### src/rtl/alu_issue_stage.sv
// alu_issue_stage: RV32I OP/OP-IMM decode into a registered ALU32I bundle behind a 2-entry elastic buffer (option macro ALU_ISSUE_UPPER_EN adds LUI/AUIPC)
module alu_issue_stage #(
  parameter int XLEN         = 32,
  parameter int ILLEGAL_PASS = 1
) (
  input  logic            clk,
  input  logic            rst,
  input  logic            in_valid,
  output logic            in_ready,
  input  logic [31:0]     in_instr,
  input  logic [XLEN-1:0] in_rs1,
  input  logic [XLEN-1:0] in_rs2,
  input  logic [XLEN-1:0] in_pc,
  output logic            out_valid,
  input  logic            out_ready,
  output logic [XLEN-1:0] out_a,
  output logic [XLEN-1:0] out_b,
  output logic [3:0]      out_selectop,
  output logic [4:0]      out_rd,
  output logic            out_illegal
);
  typedef struct packed {
    logic [XLEN-1:0] a;
    logic [XLEN-1:0] b;
    logic [3:0]      sel;
    logic [4:0]      rd;
    logic            ill;
  } bundle_t;
  bundle_t dec, out_d, out_q, skid_d, skid_q;
  logic out_valid_d, out_valid_q, skid_valid_d, skid_valid_q;
  logic is_op, is_imm, is_lui, is_auipc, legal, push, pop;
  logic [6:0] op, f7;
  logic [2:0] f3;
  logic [XLEN-1:0] imm_b, upper_b;
  logic unused_ok;
  assign op        = in_instr[6:0];
  assign f3        = in_instr[14:12];
  assign f7        = in_instr[31:25];
  assign is_op     = op == 7'b0110011;
  assign is_imm    = op == 7'b0010011;
  assign imm_b     = (f3 == 3'b001 || f3 == 3'b101) ? {27'b0, in_instr[24:20]} : {{20{in_instr[31]}}, in_instr[31:20]};
  assign upper_b   = {in_instr[31:12], 12'b0};
  assign unused_ok = &{1'b0, in_instr[19:15]};
  // Instruction decode; illegal bundles carry zero operands and opcode
  always_comb begin
`ifdef ALU_ISSUE_UPPER_EN
    is_lui   = op == 7'b0110111;
    is_auipc = op == 7'b0010111;
`else
    is_lui   = 1'b0;
    is_auipc = 1'b0;
`endif
    legal = (is_op && (f7 == 7'b0000000 || (f7 == 7'b0100000 && (f3 == 3'b000 || f3 == 3'b101))))
         || (is_imm && (f3 == 3'b001 ? f7 == 7'b0000000 :
                        f3 == 3'b101 ? (f7 == 7'b0000000 || f7 == 7'b0100000) : 1'b1))
         || is_lui || is_auipc;
    dec.a   = !legal ? '0 : is_auipc ? in_pc : is_lui ? '0 : in_rs1;
    dec.b   = !legal ? '0 : is_op ? in_rs2 : is_imm ? imm_b : upper_b;
    dec.sel = !legal ? 4'b0 : is_op ? {in_instr[30], f3} :
              is_imm ? {f3 == 3'b101 && in_instr[30], f3} : 4'b0;
    dec.rd  = in_instr[11:7];
    dec.ill = !legal;
  end
  assign push      = in_valid && !skid_valid_q && (legal || ILLEGAL_PASS != 0);
  assign pop       = out_valid_q && out_ready;
  assign in_ready  = !skid_valid_q;
  // Elastic buffer next state: output slot refills from skid first, then input
  always_comb begin
    out_d        = out_q;
    out_valid_d  = out_valid_q;
    skid_d       = skid_q;
    skid_valid_d = skid_valid_q;
    if (pop || !out_valid_q) begin
      out_valid_d  = skid_valid_q || push;
      out_d        = skid_valid_q ? skid_q : push ? dec : out_q;
      skid_valid_d = 1'b0;
    end else if (push) begin
      skid_d       = dec;
      skid_valid_d = 1'b1;
    end
  end
  // State registers; reset discards both entries
  always_ff @(posedge clk) begin
    if (rst) begin
      out_q        <= '0;
      out_valid_q  <= 1'b0;
      skid_q       <= '0;
      skid_valid_q <= 1'b0;
    end else begin
      out_q        <= out_d;
      out_valid_q  <= out_valid_d;
      skid_q       <= skid_d;
      skid_valid_q <= skid_valid_d;
    end
  end
  assign out_valid    = out_valid_q;
  assign out_a        = out_q.a;
  assign out_b        = out_q.b;
  assign out_selectop = out_q.sel;
  assign out_rd       = out_q.rd;
  assign out_illegal  = out_q.ill;
endmodule

### config.mk
export PLATFORM = sky130hd
export DESIGN_NAME = alu_issue_stage
export DESIGN_NICKNAME = d
export VERILOG_FILES = /design/src/rtl/alu_issue_stage.sv
export SDC_FILE = /design/constraint.sdc
export NUM_CORES = 1
export LEC_CHECK = 0
export CAP_MARGIN = 20
export CELL_PAD_IN_SITES_DETAIL_PLACEMENT = 1
export CELL_PAD_IN_SITES_GLOBAL_PLACEMENT = 1
export CORE_UTILIZATION = 33
export CTS_BUF_LIST = sky130_fd_sc_hd__clkbuf_16
export DETAILED_ROUTE_END_ITERATION = 12
export GPL_ROUTABILITY_DRIVEN = 0
export PLACE_DENSITY = 0.85
export SLEW_MARGIN = 20
export SYNTH_ARGS = -nofsm -noshare
export SYNTH_HDL_FRONTEND = slang
export SYNTH_SLANG_ARGS = --single-unit
### constraint.sdc
create_clock -name clk -period 3.1 [get_ports clk]
set_input_delay 0.62 -clock clk [delete_from_list [all_inputs] [get_ports clk]]
set_output_delay 0.62 -clock clk [all_outputs]
set_load 0.02 [all_outputs]
==> metrics.csv <==
metric,value,unit
outcome,"complete, no violations",
pre_cts_ws,-111,ps
cp.arrival,3160,ps
power_density,540,mW/mm^2
path_class,input pin to register,
antenna_found_initial,0,
cts_root_buf,clkbuf_16,
cts_sinks,150,
yosysTopAreaCellShare,49.6,%
finalPower,4.69,mW
routedWlPerCell,19.9,um
antenna_left,0,
first_iter_violations,314,
drive_above_1_share,11.5,%
ys.flop_type,dfxtp_1,
crit_buf_inv,2,
synth_area,0.00606,sq mm
via_per_inst,5.62,
route.detailed.drc,0,
hpwl,13.7,mm
hold_ws,456,ps
cp_slowest_cell,or4_1,
setup-violations-final,0,
layout_common_cells,"175 x clkdlybuf4s50_1, 149 x dfxtp_1, 88 x o21ai_0, 74 x nor2_1, 69 x a22o_1",
ctsLongestPathBuffers,2,
io_buffers,175,
final_common_cell,clkdlybuf4s50_1,
slew_viol_final,0,
synth-edff-count,0,
initial_core_util,33.7,%
fin_skew,6.88,ps
synth_fp_nets,774,
slowest_delay,570,ps
yosysTopAreaCell,dfxtp_1,
grt_max_degree,50,
htreeDepth,4,
io_pins,208,
dr.pass1.iters,5,
finalCritPeriodShare,90.2,%
insertion_delay,420,ps
overflow,0,
synth_area_per_cell,9.43,sq um
ys_types,37,
fin_nets,933,
cellLeakagePower,3.22,nW
rsz0062_at_grt,false,
syn_inst,642,
critical_path.top_delay_family,simple AND/OR/NAND/NOR gates,
period_needed,2800,ps
cts_buffers,17,
hold_buffers,0,
die_w,137,um
drv_cap,0,
clk_pin_slew_worst_paths,60,ps
row_count,49,
setup_slack,303,ps
cts-resized-gates,0,
worst_pin_slew,631,ps
dieArea,0.0189,sq mm
setup.worst_path.end_class,register,
worstPathCellList,clkdlybuf4s50_1 -> or4_1 -> o32a_1 -> or2_0 -> nor4_4 -> buf_12 -> a22o_1,
ys_seq_area_share,49.6,%
cp-start-kind,input pin,
hold_violations,0,
cp_max_fo,32,
coreArea,0.0180,sq mm
async_reset_ff_share,0,%
grt_pass1_wl,32.3,mm
cts_tree,built,
num_vias,5863,
fin_util,48.4,%
hp-class,register to register,
postCtsSetupRepairBufs,0,
track_usage,22.4,%
synthTopCellsByArea,"dfxtp_1 50%, a22o_1 10%, a221oi_1 9.4%",
num_antenna_cells,0,
crit_required,3460,ps
grt_pass1_vias,5986,
die_h,137,um
peakVddDrop,0.491,mV
synth_warnings,0,
synthToLayoutAreaGrowth,43.4,%
maxSlewHeadroom,57.8,%
fmax,358,MHz
wl,20.8,mm
ys_seq_elements,150,
==> synthesized netlist by cell type (all sizes together) (2+ instances only) <==
| master | n |
|---|---|
| nor4 | 2 |
| mux2i | 6 |
| dfxtp | 150 |
| a21oi | 15 |
| inv | 4 |
| o41ai | 2 |
| nand3 | 2 |
| buf | 13 |
| clkbuf | 54 |
| or2 | 2 |
| a22o | 69 |
| a221oi | 65 |
| a211oi | 6 |
| nand2b | 4 |
| mux2 | 22 |
| o21ai | 89 |
| nand2 | 38 |
| or4 | 4 |
| nor2b | 3 |
| a31oi | 2 |
| nor2 | 76 |
| nor3 | 4 |
==> per-layer routing <==
layer | vias to the layer above | global-route usage, % | wire [um]
met5 | - | 0 | 0
met4 | 0 | 6.72 | 236
met3 | 19 | 5.26 | 1370
met2 | 193 | 37.1 | 9990
met1 | 2928 | 28.7 | 9180
li1 | 2723 | - | -
==> path summary, 6_finish.rpt <==
path | depth (start not counted) | slack, ps | from | end
hold reg to reg | 2 | 460 | skid_q[2] | skid_q[2]
hold / removal | 2 | 460 | skid_q[2] | skid_q[2]
setup / recovery | 7 | 300 | in_instr[25] | skid_q[63]
setup reg to reg | 5 | 820 | skid_valid_q | out_a[4]
==> power breakdown <==
group	switching, mW	internal (mW)
registers	0.0385	1.99
logic	0.363	0.336
clock network	0.855	1.11
total	1.26	3.44
==> kinds of logic after synthesis <==
kind of cell	after synthesis	share of synthesized area, %
AO/OA/AOI/OAI	253	30.0
AND/OR/NAND/NOR	140	10.1
flip-flops	150	49.6
multiplexers	28	5.08
buffers and inverters	71	5.27
==> through the flow <==
step / instance area, sq um / instances / setup TNS, ps
2_1_floorplan: 6060 / 642 / 0
3_3_place_gp: 8130 / 1011 / -2520
3_5_place_dp: 8130 / 1011 / -7220
4_1_cts: 8690 / 1043 / 0
5_1_grt: 8690 / 1043 / 0
6_report: 8690 / 1043 / 0
==> worst min-delay path, stage by stage, from the launching register on <==
cell and delay, ps:
dfxtp_1 310, nand2_1 50, a21oi_1 50
==> flip-flops by register name, indices dropped and copies added (netlist names) <==
name	flops
out_a	32
out_b	32
out_illegal	1
out_rd	5
out_selectop	4
out_valid	1
skid_q	74
skid_valid_q	1
==> layout make-up <==
type | instances | area, sq um
timing repair buffer | 207 | 2050
inverter | 4 | 15.0
clock buffer | 17 | 425
sequential | 150 | 3010
tap | 229 | 287
multi-input combinational | 421 | 2770
clock inverter | 15 | 131
fill | 2021 | 9280
Power figures use the tool's default switching activity.
